<file path="src/rtl/mole_pkg.sv">
// rtl/mole_pkg.sv - shared types and constants for the whack-a-mole score keeper
// Contents: game state enum, score bus width, combo multiplier and streak ceilings.
package mole_pkg;

  typedef enum logic [1:0] {
    IDLE = 2'd0,
    PLAY = 2'd1,
    OVER = 2'd2
  } state_t;

  localparam int SCORE_W    = 24;
  localparam int MULT_MAX   = 4;
  localparam int STREAK_MAX = 15;

endpackage

</file>
<file path="src/rtl/mole_scorer_if.sv">
// rtl/mole_scorer_if.sv - game I/O bundle between the game top level and mole_scorer
// master: drives oneMsPulse, start, moleActive, whack; observes score/status.
// slave : the score keeper; consumes the inputs and drives score, highScore,
//         timeLeft, gameActive, gameOver, hitPulse, missPulse.
interface mole_scorer_if #(
  parameter int NUM_MOLES = 6
);
  import mole_pkg::*;

  logic                 oneMsPulse;
  logic                 start;
  logic [NUM_MOLES-1:0] moleActive;
  logic [NUM_MOLES-1:0] whack;
  logic [SCORE_W-1:0]   score;
  logic [SCORE_W-1:0]   highScore;
  logic [7:0]           timeLeft;
  logic                 gameActive;
  logic                 gameOver;
  logic                 hitPulse;
  logic                 missPulse;

  modport master (
    output oneMsPulse, start, moleActive, whack,
    input  score, highScore, timeLeft, gameActive, gameOver, hitPulse, missPulse
  );

  modport slave (
    input  oneMsPulse, start, moleActive, whack,
    output score, highScore, timeLeft, gameActive, gameOver, hitPulse, missPulse
  );

endinterface

</file>
<file path="src/rtl/sec_countdown.sv">
// rtl/sec_countdown.sv - game timer: 0..999 ms counter feeding a seconds down-counter
// Ports: clk, reset (sync, active high), load_i (restart at GAME_SECONDS),
//        en_i (one 1 ms tick), time_left_o (seconds remaining),
//        done_o (combinational strobe on the tick that takes time_left 1 -> 0).
module sec_countdown #(
  parameter int GAME_SECONDS = 30
) (
  input  logic       clk,
  input  logic       reset,
  input  logic       load_i,
  input  logic       en_i,
  output logic [7:0] time_left_o,
  output logic       done_o
);

  logic [9:0] ms_q, ms_d;
  logic [7:0] sec_q, sec_d;
  logic       wrap;

  assign wrap = en_i && (ms_q == 10'd999);

  always_comb begin
    ms_d  = ms_q;
    sec_d = sec_q;
    if (load_i) begin
      ms_d  = '0;
      sec_d = 8'(GAME_SECONDS);
    end else if (en_i && (sec_q != 8'd0)) begin
      if (wrap) begin
        ms_d  = '0;
        sec_d = sec_q - 8'd1;
      end else begin
        ms_d = ms_q + 10'd1;
      end
    end
  end

  // Combinational so the FSM leaves PLAY on the same edge the counter reaches 0.
  assign done_o      = !load_i && wrap && (sec_q == 8'd1);
  assign time_left_o = sec_q;

  always_ff @(posedge clk) begin
    if (reset) begin
      ms_q  <= '0;
      sec_q <= '0;
    end else begin
      ms_q  <= ms_d;
      sec_q <= sec_d;
    end
  end

endmodule

</file>
<file path="src/rtl/mole_scorer.sv">
// rtl/mole_scorer.sv - whack-a-mole score keeper: game FSM, hit/miss judging, saturating score, high score
// Ports: clk, reset (sync, active high), bus (mole_scorer_if.slave: timer pulse,
//        start, mole/whack masks in; score, highScore, timeLeft and status out).
// Build option: MOLE_SCORER_COMBO_EN adds the streak register and the
//        1 + streak/4 hit multiplier; without it every hit scores HIT_POINTS.
module mole_scorer
  import mole_pkg::*;
#(
  parameter int NUM_MOLES    = 6,
  parameter int GAME_SECONDS = 30,
  parameter int HIT_POINTS   = 10,
  parameter int MISS_PENALTY = 5,
  parameter int SCORE_MAX    = 99999
) (
  input logic          clk,
  input logic          reset,
  mole_scorer_if.slave bus
);

  state_t               state_q, state_d;
  logic [SCORE_W-1:0]   score_q, score_d;
  logic [SCORE_W-1:0]   high_q, high_d;
  logic                 hit_q, miss_q;
  logic [NUM_MOLES-1:0] hit_mask, miss_mask;
  logic                 play, start_game, hit, miss, done;
  logic [2:0]           mult;
  logic [SCORE_W:0]     hit_sum;
  logic [SCORE_W-1:0]   hit_score, miss_score;

  assign play       = (state_q == PLAY);
  assign start_game = (state_q == IDLE) && bus.start;
  assign hit_mask   = bus.whack & bus.moleActive;
  assign miss_mask  = bus.whack & ~bus.moleActive;
  assign hit        = play && (|hit_mask);
  assign miss       = play && (|miss_mask) && !hit;

  sec_countdown #(
    .GAME_SECONDS(GAME_SECONDS)
  ) u_timer (
    .clk        (clk),
    .reset      (reset),
    .load_i     (start_game),
    .en_i       (play && bus.oneMsPulse),
    .time_left_o(bus.timeLeft),
    .done_o     (done)
  );

`ifdef MOLE_SCORER_COMBO_EN
  logic [3:0] streak_q, streak_d;
  logic [2:0] mult_raw;

  assign mult_raw = 3'(streak_q[3:2]) + 3'd1;
  assign mult     = (mult_raw > 3'(MULT_MAX)) ? 3'(MULT_MAX) : mult_raw;

  always_comb begin
    streak_d = streak_q;
    if (start_game) begin
      streak_d = '0;
    end else if (hit) begin
      if (streak_q != 4'(STREAK_MAX)) streak_d = streak_q + 4'd1;
    end else if (miss) begin
      streak_d = '0;
    end
  end

  always_ff @(posedge clk) begin
    if (reset) streak_q <= '0;
    else       streak_q <= streak_d;
  end
`else
  assign mult = 3'd1;
`endif

  // One extra bit so the clamp sees any carry past the 24-bit bus.
  assign hit_sum    = {1'b0, score_q} + 25'(HIT_POINTS) * 25'(mult);
  assign hit_score  = (hit_sum > 25'(SCORE_MAX)) ? SCORE_W'(SCORE_MAX) : hit_sum[SCORE_W-1:0];
  assign miss_score = (score_q < SCORE_W'(MISS_PENALTY)) ? '0 : score_q - SCORE_W'(MISS_PENALTY);

  // FSM next state
  always_comb begin
    state_d = state_q;
    case (state_q)
      IDLE:    if (bus.start) state_d = PLAY;
      PLAY:    if (done) state_d = OVER;
      OVER:    state_d = IDLE;
      default: state_d = IDLE;
    endcase
  end

  // FSM outputs, decoded straight from the state register
  always_comb begin
    bus.gameActive = (state_q == PLAY);
    bus.gameOver   = (state_q == OVER);
  end

  always_comb begin
    score_d = score_q;
    if (start_game)  score_d = '0;
    else if (hit)    score_d = hit_score;
    else if (miss)   score_d = miss_score;
  end

  always_comb begin
    high_d = high_q;
    if ((state_q == OVER) && (score_q > high_q)) high_d = score_q;
  end

  // FSM and datapath state register
  always_ff @(posedge clk) begin
    if (reset) begin
      state_q <= IDLE;
      score_q <= '0;
      high_q  <= '0;
      hit_q   <= 1'b0;
      miss_q  <= 1'b0;
    end else begin
      state_q <= state_d;
      score_q <= score_d;
      high_q  <= high_d;
      hit_q   <= hit;
      miss_q  <= miss;
    end
  end

  assign bus.score     = score_q;
  assign bus.highScore = high_q;
  assign bus.hitPulse  = hit_q;
  assign bus.missPulse = miss_q;

endmodule

</file>
<file path="src/flat_wrapper.sv">
// flat-port wrapper written by rule: the top's interface ports become plain ports
module mole_scorer_flat import mole_pkg::*;
#(
  parameter int NUM_MOLES    = 6,
  parameter int GAME_SECONDS = 30,
  parameter int HIT_POINTS   = 10,
  parameter int MISS_PENALTY = 5,
  parameter int SCORE_MAX    = 99999
)
  (clk, reset, bus_oneMsPulse, bus_start, bus_moleActive, bus_whack, bus_score, bus_highScore, bus_timeLeft, bus_gameActive, bus_gameOver, bus_hitPulse, bus_missPulse);
  mole_scorer_if #(.NUM_MOLES(NUM_MOLES)) bus_i ();
  input logic clk;
  input logic reset;
  input wire logic [$bits(bus_i.oneMsPulse)-1:0] bus_oneMsPulse;
  input wire logic [$bits(bus_i.start)-1:0] bus_start;
  input wire logic [$bits(bus_i.moleActive)-1:0] bus_moleActive;
  input wire logic [$bits(bus_i.whack)-1:0] bus_whack;
  output wire logic [$bits(bus_i.score)-1:0] bus_score;
  output wire logic [$bits(bus_i.highScore)-1:0] bus_highScore;
  output wire logic [$bits(bus_i.timeLeft)-1:0] bus_timeLeft;
  output wire logic [$bits(bus_i.gameActive)-1:0] bus_gameActive;
  output wire logic [$bits(bus_i.gameOver)-1:0] bus_gameOver;
  output wire logic [$bits(bus_i.hitPulse)-1:0] bus_hitPulse;
  output wire logic [$bits(bus_i.missPulse)-1:0] bus_missPulse;
  assign bus_i.oneMsPulse = bus_oneMsPulse;
  assign bus_i.start = bus_start;
  assign bus_i.moleActive = bus_moleActive;
  assign bus_i.whack = bus_whack;
  assign bus_score = bus_i.score;
  assign bus_highScore = bus_i.highScore;
  assign bus_timeLeft = bus_i.timeLeft;
  assign bus_gameActive = bus_i.gameActive;
  assign bus_gameOver = bus_i.gameOver;
  assign bus_hitPulse = bus_i.hitPulse;
  assign bus_missPulse = bus_i.missPulse;
  mole_scorer #(.NUM_MOLES(NUM_MOLES), .GAME_SECONDS(GAME_SECONDS), .HIT_POINTS(HIT_POINTS), .MISS_PENALTY(MISS_PENALTY), .SCORE_MAX(SCORE_MAX)) u_core (.clk(clk), .reset(reset), .bus(bus_i));
endmodule
</file>
<file path="config.mk">
export PLATFORM = sky130hd
export DESIGN_NAME = mole_scorer_flat
export DESIGN_NICKNAME = d
export VERILOG_FILES = /design/src/rtl/mole_pkg.sv /design/src/rtl/mole_scorer_if.sv /design/src/rtl/sec_countdown.sv /design/src/rtl/mole_scorer.sv /design/src/flat_wrapper.sv
export SDC_FILE = /design/constraint.sdc
export NUM_CORES = 1
export LEC_CHECK = 0
export BUFFER_PORTS_ARGS = -buffer_cell sky130_fd_sc_hd__buf_2
export CORE_ASPECT_RATIO = 1.5
export CORE_MARGIN = 5
export CORE_UTILIZATION = 40
export CTS_BUF_LIST = sky130_fd_sc_hd__clkbuf_16
export DETAILED_ROUTE_END_ITERATION = 10
export MAX_ROUTING_LAYER = met4
export PLACE_DENSITY = 0.6
export SLEW_MARGIN = 15
export SYNTH_ARGS = -nofsm -noshare
export SYNTH_HDL_FRONTEND = slang
export SYNTH_SLANG_ARGS = --single-unit
</file>
<file path="constraint.sdc">
create_clock -name clk -period 2.5 [get_ports clk]
set_input_delay 0.375 -clock clk [delete_from_list [all_inputs] [get_ports clk]]
set_output_delay 0.375 -clock clk [all_outputs]
set_load 0.01 [all_outputs]
</file>
* Word level (Yosys, flattened, before mapping)
Cells that the tools add are included.
** Word-level totals
- Flip-flop bits (word level) :: 70
- ROM bits :: 0
- Memories :: 0
- Output and inout bits :: 60
- Bits in latches :: 0
- RAM bits :: 0
** Cells by class
- Shift operators :: 0
- $mul :: 0
- Div/mod/pow operators :: 0
- Multiplexer cells :: 11
- Equality and inequality tests :: 6
- Reductions and logical operators :: 23
- Bitwise logic cells :: 3
- Add/subtract/negate cells :: 4
- Order comparisons :: 3
** Operators with widths (number)
- $mux W24 :: 4
- $add A24 B4 Y25 const B :: 1
- $gt A25 B17 Y1 const B :: 1
- $gt A24 B24 Y1 :: 1
- $lt A24 B3 Y1 const B :: 1
- $sub A24 B3 Y24 const B :: 1
- $mux W5 :: 3
- $and A6 B6 Y6 :: 2
- $reduce_or A6 Y1 :: 2
- $add A10 B1 Y10 const B :: 1
- $eq A10 B10 Y1 const B :: 1
- $logic_and A1 B1 Y1 :: 10
- $mux W10 :: 1
- $eq A8 B1 Y1 const B :: 1
- $reduce_bool A8 Y1 :: 1
- $sub A8 B1 Y8 const B :: 1
- $not A6 Y6 :: 1
- $reduce_and A2 Y1 :: 3
- $reduce_bool A2 Y1 :: 3
- $mux W2 :: 2
- $ne A2 B2 Y1 const B :: 2
- $pmux W2 S2 :: 1
- $eq A2 B1 Y1 const B :: 1
- $eq A2 B2 Y1 const B :: 1
- 3 further kinds :: 4

* Depth between registers and ports, before layout
Gate-level depths: netlist of the first run.
- Depth after elaboration :: 7
- Depth in mapped cells :: 11
- Depth with buffers taken out :: 9

* Hierarchy
From an unflattened synthesis of the first run, not the netlist that was laid out.
** Second synthesis, totals
- Cells, all modules :: 639
- Area, all modules :: 5261.3 µm²
** By module, submodules not included
- mole_scorer :: times used 1, seq. area each 1041.0 µm², area an instance 4211.5 µm², cells an instance 522
- sec_countdown :: times used 1, seq. area each 360.3 µm², area an instance 1049.8 µm², cells an instance 117

* Worst setup path after synthesis of the first run
No wires, ideal clock.
- Kind :: register to register
- Start point :: register u_core.score_q[2] (netlist: u_core.bus.score[2])
- End point :: register u_core.score_q[0] (netlist: u_core.bus.score[0])
- Clock period less this slack :: 2.614 ns
- Setup time :: 0.117 ns
- Required time :: 2.383 ns
- Stages on the path, launching flop included :: 12
- Data arrival time :: 2.497 ns
- Slack :: -0.114 ns
- Path buffers :: 3
- Cell sequence :: dfxtp_1 ha_1 buf_2 o21a_1 and4_1 buf_2 and4_1 nor2_1 nor4_2 nand3_2 buf_6 a22o_1
** On the way
- Cells in the longest elaborated chain, start to end :: 4
** Ends and longest elaborated chain
- start: declaration :: line mole_scorer.sv:21 : logic [SCORE_W-1:0] score_q, score_d;
- start signal: assignment :: line mole_scorer.sv:118 : score_q <= score_d;
- $add A24 B4 Y25 / $lt A24 B3 Y1 (equally long branches) :: line mole_scorer.sv:75, mole_scorer.sv:77
- $gt A25 B17 Y1 / $mux W24 (equally long branches) :: line mole_scorer.sv:76, mole_scorer.sv:77
- $mux W24 (on tied branches) :: line mole_scorer.sv:76, mole_scorer.sv:100
- $mux W24 * :: line mole_scorer.sv:99 : else if (hit) score_d = hit_score;
Mark *: on every way between the ends. The rest lies on a longest branch, timed or not. The select of a mux whose other input is x is not followed.
A chain may end at the register's enable or synchronous reset.

* Worst setup path after layout of the first run
- Start point :: register u_core.score_q[10] (netlist: u_core.bus.score[10])
- End point :: register u_core.score_q[5] (netlist: u_core.bus.score[5])
The elaborated chain is that of the path after synthesis.

==> results of run 1 <==
## how the worst max path moves through the flow
stage          slack (ps)              endpoint
3_5_place_dp         -100  u_core.bus.score[13]
4_1_cts                 5  u_core.bus.score[23]
2_1_floorplan          10   u_core.bus.score[0]
5_1_grt               -40  u_core.bus.score[14]
6_report               -8   u_core.bus.score[5]
3_3_place_gp          -90   u_core.bus.score[6]
## cell type report
cell class	count	share of cell area
Clock buffer	9	0.0342
Sequential cell	70	0.215
Multi-Input combinational cell	473	0.528
Inverter	36	0.0209
Tap cell	156	0.0296
Clock inverter	6	0.0133
Timing Repair Buffer	155	0.159
## through the flow
step	util	setup WS [ps]	TNS [ps]	power, mW
detailed placement	0.486	-98.2	-598	5.80
floorplan	-	14.7	0	4.24
CTS	0.517	4.65	0	7.45
global placement	0.486	-86.6	-854	5.74
finish	0.532	-8.08	-8.08	7.95
global route	0.532	-44.3	-257	8.39
## logic make-up (layout without fill, tap and decap cells)
logic type                 after synthesis  after routing  synth area share
DFF                                     70             70             0.279
AOI/OAI and AO/OA                      149            149             0.206
buffers and inverters                   75            206            0.0667
adders and majority gates               32             32            0.0796
and+or+nand+nor                        235            235             0.263
xor gates and xnor gates                30             30            0.0523
muxes                                   27             27            0.0540
## synthesized netlist by cell type (6+ instances only)
| cell type | n | area [µm²] |
|---|---|---|
| dfxtp_1 | 70 | 1400 |
| nand2b_1 | 59 | 369 |
| nor2_1 | 41 | 154 |
| nand2_1 | 37 | 139 |
| inv_1 | 36 | 135 |
| a21oi_1 | 33 | 165 |
| ha_1 | 32 | 400 |
| mux2i_1 | 26 | 260 |
| o21ai_0 | 23 | 115 |
| clkbuf_1 | 21 | 78.8 |
| xor2_1 | 16 | 140 |
| nand3_1 | 15 | 75.1 |
| a21o_1 | 14 | 105 |
| nor3_1 | 14 | 70.1 |
| xnor2_1 | 14 | 123 |
| nand4_1 | 12 | 75.1 |
| buf_2 | 10 | 50.1 |
| and3_1 | 9 | 56.3 |
| nor4_1 | 8 | 50.1 |
| o22ai_1 | 8 | 50.1 |
| o32ai_1 | 8 | 70.1 |
| a22o_1 | 6 | 52.6 |
| a22oi_1 | 6 | 45.0 |
| nor2b_1 | 6 | 37.5 |
| o2111ai_1 | 6 | 52.6 |
## where the power goes
group          total [mW]  internal [mW]  switching, mW
clock network        1.37          0.866          0.505
registers            1.43           1.25          0.173
logic                5.16           2.42           2.73
total                7.95           4.54           3.41
## layout by cell type, fill, tap and decap left out, types with 4 or more instances in the layout
| cell | count |
|---|---|
| buf_4 | 71 |
| and3_1 | 9 |
| a22oi_1 | 5 |
| o22ai_1 | 7 |
| buf_6 | 4 |
| a22o_1 | 6 |
| ha_1 | 29 |
| o21ai_0 | 20 |
| xor2_1 | 15 |
| a21o_1 | 13 |
| a31oi_1 | 5 |
| or2_2 | 5 |
| mux2i_1 | 26 |
| or3_1 | 4 |
| o32ai_1 | 7 |
| clkbuf_16 | 9 |
| o2111ai_1 | 4 |
| nand2_1 | 36 |
| nor3_1 | 12 |
| o21a_1 | 5 |
| buf_12 | 4 |
| nand4_1 | 12 |
| nand3_1 | 15 |
| nor2_1 | 41 |
| inv_1 | 35 |
| o21ai_2 | 5 |
| xnor2_1 | 13 |
| buf_2 | 75 |
| dfxtp_2 | 5 |
| nor4_1 | 8 |
| dfxtp_1 | 63 |
| nand2b_1 | 59 |
| a21oi_1 | 27 |
| nor2b_1 | 6 |
| a21oi_2 | 5 |
| o2bb2ai_1 | 4 |
## worst max-delay path: cells and delay by family (launching register included)
| kind | cells | cell delay, ps |
|---|---|---|
| AOI/OAI and AO/OA | 4 | 580 |
| buffers and inverters | 2 | 290 |
| DFF | 1 | 330 |
| and+or+nand+nor | 3 | 1180 |
## routing by layer
metal,part of all wire,vias to the layer above
met5,0,-
met4,0.043,0
met3,0.042,65
met2,0.53,174
met1,0.38,2449
li1,-,2471
## flip-flops by register name, summed over array words and instances (netlist names)
| signal | count |
|---|---|
| u_core.u_timer.ms_q | 10 |
| u_core.u_timer.time_left_o | 8 |
| u_core.state_q | 2 |
| u_core.bus.score | 24 |
| u_core.bus.highScore | 24 |
| u_core.bus.missPulse | 1 |
| u_core.bus.hitPulse | 1 |
## repair_timing
item,4_1_cts,5_1_grt
pin swaps,6,26
resized for setup,8,45
endpoints found under the setup margin,16,19
hold buffers,0,0
buffers inserted,4,3
==> tab_implementation.tex, run 1 <==
\begin{tabular}{lr}
\hline
Metric & Value \\
\hline
\multicolumn{2}{l}{\textbf{Outcome}} \\
Result of the run & finished with violations \\
Violations in the final reports & setup timing \\
\multicolumn{2}{l}{\textbf{Placement}} \\
Total instance count after detailed placement & 884 \\
Final weighted congestion in routability-driven placement & 1.02 \\
Cell area after placement & 6020 µm² \\
Post-detail-place hpwl & 12300 µm \\
Port bufs & 75 \\
\multicolumn{2}{l}{\textbf{Setup path}} \\
Register-to-Register Setup Slack & -8 ps \\
Kind of start point of the critical path & register \\
Element type at the critical path end & register \\
Biggest cell delay along the critical path & 540 ps \\
Worst Reg-to-Reg Cells & 9 \\
Max stage delay cell, worst path & or4\_4 \\
Data required, critical path & 2710 ps \\
CP Class & reg -> reg \\
Maximum fanout along the worst path & 8 \\
Arrival time of data at the critical path endpoint & 2720 ps \\
Reg2reg start & u\_core.bus.score[10] \\
Critical Path, Cell by Cell & or4\_4 -> or2\_4 -> nor4\_4 -> a21o\_2 -> buf\_12 -> buf\_8 -> o211ai\_1 -> o21ai\_1 -> o32ai\_1 \\
Start point of the critical path & u\_core.bus.score[10] \\
Endpoint of the worst-slack reg-to-reg timing path & u\_core.bus.score[5] \\
\multicolumn{2}{l}{\textbf{Finish}} \\
Number of nets in the final layout & 793 \\
Area growth from synthesis to layout & 31.2\% \\
Filler cell count in the final layout & 1209 \\
Number of cells in the finished layout apart from fillers & 905 \\
Inserted Diodes & 0 \\
Post-route cell area & 6590 µm² \\
Register Area & 1420 µm² \\
Fraction of layout instances using a drive strength above 1 & 0.304 \\
Total area of multi-input combinational cells & 3480 µm² \\
\multicolumn{2}{l}{\textbf{Global routing}} \\
Global router's overall resource usage & 0.221 \\
Met3 track demand over resource & 0.0361 \\
Fraction of met1 tracks used by global routing & 0.225 \\
Antenna violations before repair & 0 \\
Gr busiest metal & met2 \\
Largest net degree at the start of global routing & 52 \\
Wire length of the first global-routing pass & 25800 µm \\
Vias in the first global route & 5201 \\
Overflow left after global routing & 0 \\
GR Layer Usage met2 & 0.395 \\
\multicolumn{2}{l}{\textbf{Timing}} \\
Setup repair after global routing missed its margin & true \\
Number of endpoints failing setup at the final stage & 1 \\
Hold Vio Cnt, Final & 0 \\
Relative slew margins & 0.348 \\
Setup ws final & -8.08 ps \\
Maximum clock frequency & 399 MHz \\
Worst Hold Slack & 325 ps \\
Final worst path period share & 1.00 \\
Number of max-slew violations in the final report & 0 \\
Period minus WS final & 2510 ps \\
Measured slew at the worst slew-check pin & 975 ps \\
Fin Clk Skew & 7.23 ps \\
\multicolumn{2}{l}{\textbf{Yosys}} \\
Average size of a mapped cell & 8.13 µm² \\
Number of synthesized register bits & 70 \\
Post-synthesis sequential area ratio & 0.279 \\
Synthesized netlist net count & 666 \\
EDFF count, synth & 0 \\
Yosys warns & 0 \\
Mapped Cells & 618 \\
Share of synthesized registers carrying an async set or reset & 0 \\
Netlist area before placement & 5030 µm² \\
Primary flip-flop cell chosen by synthesis mapping & dfxtp\_1 \\
Yosys cell types & 72 \\
\multicolumn{2}{l}{\textbf{Worst hold path}} \\
Endpoint of the worst hold path & u\_core.state\_q[0] \\
Min-Delay Startpoint & reset \\
Path class of the lowest-slack min-delay path & in -> reg \\
Number of cells traversed by the worst hold path & 2 \\
\multicolumn{2}{l}{\textbf{Detailed routing}} \\
Detailed Routing Iterations Pass 1 & 5 \\
WL per Instance & 18.0 µm \\
Detail Route Antenna Nets & 0 \\
Wire length reported by the detailed router & 16300 µm \\
DRC violation total after the first TritonRoute iteration & 230 \\
Number of remaining DRC errors & 0 \\
Post-detailed-route via-to-cell ratio & 5.70 \\
Count of vias placed by the detailed router & 5159 \\
\multicolumn{2}{l}{\textbf{Die}} \\
Placeable core region & 12400 µm² \\
Die footprint & 15000 µm² \\
Die outline height & 147 µm \\
Cell row count & 50 \\
X dimension of the die & 102 µm \\
Initial cell density of the core & 0.406 \\
Number of top-level pins & 76 \\
\multicolumn{2}{l}{\textbf{Clock network}} \\
Clock-pin slew on the worst setup and hold paths & 60 ps \\
CTS buffer count & 9 \\
Sink count of the clock tree & 70 \\
Clock latency reported for the late side of the worst-skew pair & 340 ps \\
H-tree depth reported by CTS & 3 \\
Maximum clock path buffer count & 2 \\
TritonCTS clock tree & done \\
Clock root buffer & clkbuf\_16 \\
\multicolumn{2}{l}{\textbf{Power}} \\
Power density over cell area & 1210 nW/µm² \\
IR drop worst, VDD & 570 µV \\
Static Leak & 2.74 nW \\
\multicolumn{2}{l}{\textbf{Job}} \\
Maximum capacitance violations & 0 \\
\hline
\end{tabular}
Power figures use the tool's default switching activity.
==> run 2, diff against run 1 <==
Settings changed: CTS_CLUSTER_SIZE set to 16, RECOVER_POWER set to 50.
==> run 2 against run 1 <==
Compared with the run above:
- the flow now finishes without violations
- global-route usage did not move
- clock skew barely moved
- worst setup slack improved by 33 ps
- critical path depth unchanged
- first-iteration DRC count grew 5.7%
- clock power hardly changed
- sequential cell count stayed put
- hold slack lost 6.0 ps
- register-to-register slack better by 30 ps
- power shrank 0.47%
- count of clock-buffer cells in the layout is the same
- cell count unchanged
- critical path type unchanged
- critical endpoint unchanged
- largest power group unchanged
- highest routed layer unchanged
==> tab_implementation.tex, run 2 (same netlist as run 1, synthesis figures left out) <==
\begin{tabular}{lr}
\hline
Metric & Value \\
\hline
\multicolumn{2}{l}{\textbf{Outcome}} \\
Result of the run & finished, final reports clean \\
\multicolumn{2}{l}{\textbf{Setup path}} \\
Max stage delay cell, worst path & or4\_4 \\
Count of buffering cells on the critical path with inverters included & 2 \\
Arrival time of data at the critical path endpoint & 2690 ps \\
Endpoint of the worst-slack reg-to-reg timing path & u\_core.bus.score[5] \\
Register-to-Register Setup Slack & 30 ps \\
Critical Path, Cell by Cell & or4\_4 -> or2\_4 -> nor4\_4 -> a21o\_2 -> buf\_12 -> buf\_8 -> o211ai\_1 -> o21ai\_1 -> o32ai\_1 \\
CP delay by family, top & simple AND/OR/NAND/NOR gates \\
Kind of start point of the critical path & register \\
Reg2reg start & u\_core.bus.score[10] \\
Element type at the critical path end & register \\
Worst Reg-to-Reg Cells & 9 \\
Data required, critical path & 2710 ps \\
Biggest cell delay along the critical path & 540 ps \\
Maximum fanout along the worst path & 8 \\
CP Class & reg -> reg \\
\multicolumn{2}{l}{\textbf{Worst hold path}} \\
Path class of the lowest-slack min-delay path & in -> reg \\
Min-Delay Startpoint & reset \\
Endpoint of the worst hold path & u\_core.state\_q[0] \\
Number of cells traversed by the worst hold path & 2 \\
\multicolumn{2}{l}{\textbf{Detailed routing}} \\
Detail Route Antenna Nets & 0 \\
Detailed Routing Iterations Pass 1 & 5 \\
Total routed wire length on the met1 layer & 6110 µm \\
Met3 wirelength from detailed routing & 629 µm \\
Number of remaining DRC errors & 0 \\
Post-detailed-route via-to-cell ratio & 5.67 \\
Total length of routed met2 wires & 8730 µm \\
Highest metal layer with signal wires & met4 \\
DRC violation total after the first TritonRoute iteration & 243 \\
Count of vias placed by the detailed router & 5134 \\
WL per Instance & 17.8 µm \\
Wire length reported by the detailed router & 16100 µm \\
\multicolumn{2}{l}{\textbf{Die}} \\
Placeable core region & 12400 µm² \\
Cell row count & 50 \\
Number of top-level pins & 76 \\
Die footprint & 15000 µm² \\
Die outline height & 147 µm \\
Initial cell density of the core & 0.406 \\
X dimension of the die & 102 µm \\
\multicolumn{2}{l}{\textbf{Clock network}} \\
H-tree depth reported by CTS & 3 \\
Clock root buffer & clkbuf\_16 \\
Clock-pin slew on the worst setup and hold paths & 60 ps \\
Maximum clock path buffer count & 2 \\
CTS buffer count & 9 \\
TritonCTS clock tree & done \\
Sink count of the clock tree & 70 \\
Clock latency reported for the late side of the worst-skew pair & 330 ps \\
Number of hold-repair buffers added at the cts stage & 0 \\
\multicolumn{2}{l}{\textbf{Global routing}} \\
Global router's overall resource usage & 0.221 \\
Largest net degree at the start of global routing & 52 \\
Overflow left after global routing & 0 \\
Wire length of the first global-routing pass & 25800 µm \\
Antenna violations before repair & 0 \\
Vias in the first global route & 5201 \\
\multicolumn{2}{l}{\textbf{Finish}} \\
Most common cell after layout, fill and taps aside & buf\_4 \\
Top library cells by usage in the layout, fill and taps aside & buf\_4, dfxtp\_1, nand2b\_1 \\
Post-route cell area & 6530 µm² \\
Fraction of layout instances using a drive strength above 1 & 0.248 \\
Area growth from synthesis to layout & 30.0\% \\
Number of nets in the final layout & 793 \\
Inserted Diodes & 0 \\
Utilization of the core after routing & 0.527 \\
\multicolumn{2}{l}{\textbf{Power}} \\
IR drop worst, VDD & 574 µV \\
Power density over cell area & 1210 nW/µm² \\
Static Leak & 2.56 nW \\
\multicolumn{2}{l}{\textbf{Timing}} \\
Final worst path period share & 0.990 \\
Hold Vio Cnt, Final & 0 \\
Measured slew at the worst slew-check pin & 990 ps \\
Number of max-slew violations in the final report & 0 \\
Setup ws final & 25.1 ps \\
Setup repair after global routing missed its margin & true \\
Relative slew margins & 0.338 \\
Period minus WS final & 2470 ps \\
Fin Clk Skew & 7.07 ps \\
Maximum clock frequency & 404 MHz \\
Number of endpoints failing setup at the final stage & 0 \\
Worst Hold Slack & 319 ps \\
\multicolumn{2}{l}{\textbf{Placement}} \\
Port bufs & 75 \\
Final weighted congestion in routability-driven placement & 1.02 \\
Pre-CTS setup slack & -98.2 ps \\
Cell area after placement & 6020 µm² \\
Post-detail-place hpwl & 12300 µm \\
\multicolumn{2}{l}{\textbf{Job}} \\
Maximum capacitance violations & 0 \\
\hline
\end{tabular}
run 2: cell types whose count changed in the layout (fill, tap and decap cells not counted):
| cell | before | now |
|---|---|---|
| buf_2 | 75 | 38 |
| buf_4 | 71 | 68 |
| clkbuf_1 | 0 | 40 |
| dfxtp_1 | 63 | 65 |
| dfxtp_2 | 5 | 3 |
run 2: routing by layer:
metal,global-route usage,up-vias
li1,-,2477
met1,0.225,2443
met2,0.395,154
met3,0.0361,60
met4,0.118,0
met5,-,-
run 2: metrics by stage:
step                      TNS, ps  cells  power [mW]
final                           0    905        7.92
after global routing         -352    905        8.37
after detailed placement     -598    884        5.80
after global placement       -854    884        5.74
after floorplan                 0    618        4.24
after CTS                       0    903        7.45
run 2: how the worst max path moves through the flow:
stage,slack [ps],endpoint,start,cells after the start
global placement,-90,u_core.bus.score[6],u_core.bus.score[3],9
CTS,5,u_core.bus.score[23],u_core.bus.score[2],9
floorplan,10,u_core.bus.score[0],u_core.bus.score[2],11
finish,30,u_core.bus.score[5],u_core.bus.score[10],9
global route,-40,u_core.bus.score[14],u_core.bus.score[10],9
detailed placement,-100,u_core.bus.score[13],u_core.bus.score[3],9
run 2: final cells by class:
class / instances / area [µm²]
clock inverter: 6 / 87.6
inverter: 36 / 138
clock buffer: 9 / 225
multi-input combinational: 473 / 3480
timing repair buffer: 155 / 991
fill: 1237 / 5850
sequential: 70 / 1410
tap: 156 / 195
run 2: power by group:
group | switching (mW) | internal, mW
logic | 2.72 | 2.40
clock network | 0.502 | 0.866
registers | 0.172 | 1.25
total | 3.40 | 4.52
run 2: what timing repair did:
item | 4_1_cts | 5_1_grt
resized for setup | 8 | 45
buffers inserted | 4 | 3
pin swaps | 6 | 26
endpoints found under the setup margin | 16 | 19
hold endpoints to repair | 0 | 0
==> run 3, diff against run 2 <==
Settings changed: CTS_BUF_LIST sky130_fd_sc_hd__clkbuf_16 to sky130_fd_sc_hd__clkbuf_8.
==> run 3 against run 2 <==
Compared with the run above:
- power is 4.5% lower
- sequential power is essentially flat
- utilization is 0.76 points lower
- clock skew grew 5.7 ps
- first-iteration DRC count decreased by 11%
- die area did not move
- non-clock buffer count is the same
- highest routed layer unchanged
==> tab_implementation.tex, run 3 (same netlist as run 1, synthesis figures left out) <==
\begin{tabular}{lr}
\hline
Metric & Value \\
\hline
\multicolumn{2}{l}{\textbf{Setup path}} \\
CP Class & reg -> reg \\
Data required, critical path & 2700 ps \\
Biggest cell delay along the critical path & 510 ps \\
Number of logic stages on the critical path including buffering & 8 \\
Arrival time of data at the critical path endpoint & 2700 ps \\
Critical Path, Cell by Cell & buf\_4 -> or4\_4 -> nor4\_4 -> nand2b\_1 -> or2\_4 -> or3\_4 -> o21ai\_2 -> a311oi\_1 \\
Kind of start point of the critical path & register \\
Maximum fanout along the worst path & 14 \\
Max stage delay cell, worst path & or4\_4 \\
Worst Reg-to-Reg Cells & 8 \\
Count of buffering cells on the critical path with inverters included & 1 \\
CP delay by family, top & simple AND/OR/NAND/NOR gates \\
Element type at the critical path end & register \\
\multicolumn{2}{l}{\textbf{Die}} \\
Number of top-level pins & 76 \\
Initial cell density of the core & 0.406 \\
Die outline height & 147 µm \\
Placeable core region & 12400 µm² \\
X dimension of the die & 102 µm \\
Die footprint & 15000 µm² \\
Cell row count & 50 \\
\multicolumn{2}{l}{\textbf{Placement}} \\
Final weighted congestion in routability-driven placement & 1.02 \\
Post-detail-place hpwl & 12300 µm \\
Pre-CTS setup slack & -98.2 ps \\
Cell area after placement & 6020 µm² \\
Port bufs & 75 \\
\multicolumn{2}{l}{\textbf{Clock network}} \\
Sink count of the clock tree & 70 \\
H-tree depth reported by CTS & 3 \\
Maximum clock path buffer count & 2 \\
Number of hold-repair buffers added at the cts stage & 0 \\
Clock root buffer & clkbuf\_8 \\
Clock-pin slew on the worst setup and hold paths & 80 ps \\
Clock latency reported for the late side of the worst-skew pair & 360 ps \\
TritonCTS clock tree & done \\
CTS buffer count & 9 \\
\multicolumn{2}{l}{\textbf{Timing}} \\
Number of endpoints failing setup at the final stage & 0 \\
Setup repair after global routing missed its margin & true \\
Hold Vio Cnt, Final & 0 \\
Maximum clock frequency & 401 MHz \\
Relative slew margins & 0.371 \\
Setup ws final & 6.61 ps \\
Number of max-slew violations in the final report & 0 \\
Period minus WS final & 2490 ps \\
Measured slew at the worst slew-check pin & 941 ps \\
Total negative slack & 0 ps \\
Fin Clk Skew & 12.8 ps \\
Final worst path period share & 0.997 \\
\multicolumn{2}{l}{\textbf{Global routing}} \\
Global router's overall resource usage & 0.222 \\
Overflow left after global routing & 0 \\
Wire length of the first global-routing pass & 25700 µm \\
Largest net degree at the start of global routing & 52 \\
Antenna violations before repair & 0 \\
Vias in the first global route & 5189 \\
\multicolumn{2}{l}{\textbf{Power}} \\
Static Leak & 2.52 nW \\
Power density over cell area & 1170 nW/µm² \\
IR drop worst, VDD & 565 µV \\
\multicolumn{2}{l}{\textbf{Job}} \\
Maximum capacitance violations & 0 \\
\multicolumn{2}{l}{\textbf{Worst hold path}} \\
Number of cells traversed by the worst hold path & 2 \\
Path class of the lowest-slack min-delay path & in -> reg \\
\multicolumn{2}{l}{\textbf{Outcome}} \\
Result of the run & finished, final reports clean \\
\multicolumn{2}{l}{\textbf{Finish}} \\
Most common cell after layout, fill and taps aside & buf\_4 \\
Utilization of the core after routing & 0.520 \\
Area growth from synthesis to layout & 28.1\% \\
Top library cells by usage in the layout, fill and taps aside & buf\_4, dfxtp\_1, nand2b\_1 \\
Inserted Diodes & 0 \\
Fraction of layout instances using a drive strength above 1 & 0.250 \\
Post-route cell area & 6440 µm² \\
Number of nets in the final layout & 793 \\
\multicolumn{2}{l}{\textbf{Detailed routing}} \\
Number of remaining DRC errors & 0 \\
WL per Instance & 17.9 µm \\
DRC violation total after the first TritonRoute iteration & 217 \\
Wire length reported by the detailed router & 16200 µm \\
Detailed Routing Iterations Pass 1 & 5 \\
Post-detailed-route via-to-cell ratio & 5.69 \\
Detail Route Antenna Nets & 0 \\
Count of vias placed by the detailed router & 5148 \\
\hline
\end{tabular}
-- run 3: timing repair --
item	in CTS	in global routing
endpoints found under the hold margin	0	0
pin swaps	5	25
setup buffers	5	2
endpoints found under the setup margin	16	19
resized for setup	8	44
-- run 3: path summary, 6_finish.rpt --
check                                         startpoint                  endpoint  slack [ps]
worst max-delay path                 u_core.bus.score[5]      u_core.bus.score[23]           7
worst min-delay path                               reset         u_core.state_q[0]         300
worst max register to register       u_core.bus.score[5]      u_core.bus.score[23]           7
worst min register to register  u_core.bus.highScore[21]  u_core.bus.highScore[21]         490
-- run 3: power breakdown --
part / switching (mW) / internal, mW
registers: 0.169 / 1.25
clock network: 0.466 / 0.585
logic: 2.72 / 2.37
-- run 3: layout make-up --
type | count | area (µm²)
fillers | 1251 | 5950
multi-input cells | 473 | 3480
flip-flops and latches | 70 | 1410
repair buffers | 155 | 991
well taps | 156 | 195
clock buffers | 10 | 138
inverters | 36 | 135
clock inverters | 5 | 83.8
-- run 3: through the flow --
step	total power [mW]	std cells	hold slack, ps
floorplan	4.24	618	458
global placement	5.74	884	471
detailed placement	5.80	884	480
CTS	7.10	904	284
global route	8.01	905	321
finish	7.56	905	296
-- run 3: layer usage --
metal	GRT usage	vias up	wire length, µm
met1	0.228	2442	6110
met2	0.394	166	8560
met4	0.116	0	824
li1	-	2471	-
met3	0.0361	69	664
met5	-	-	0
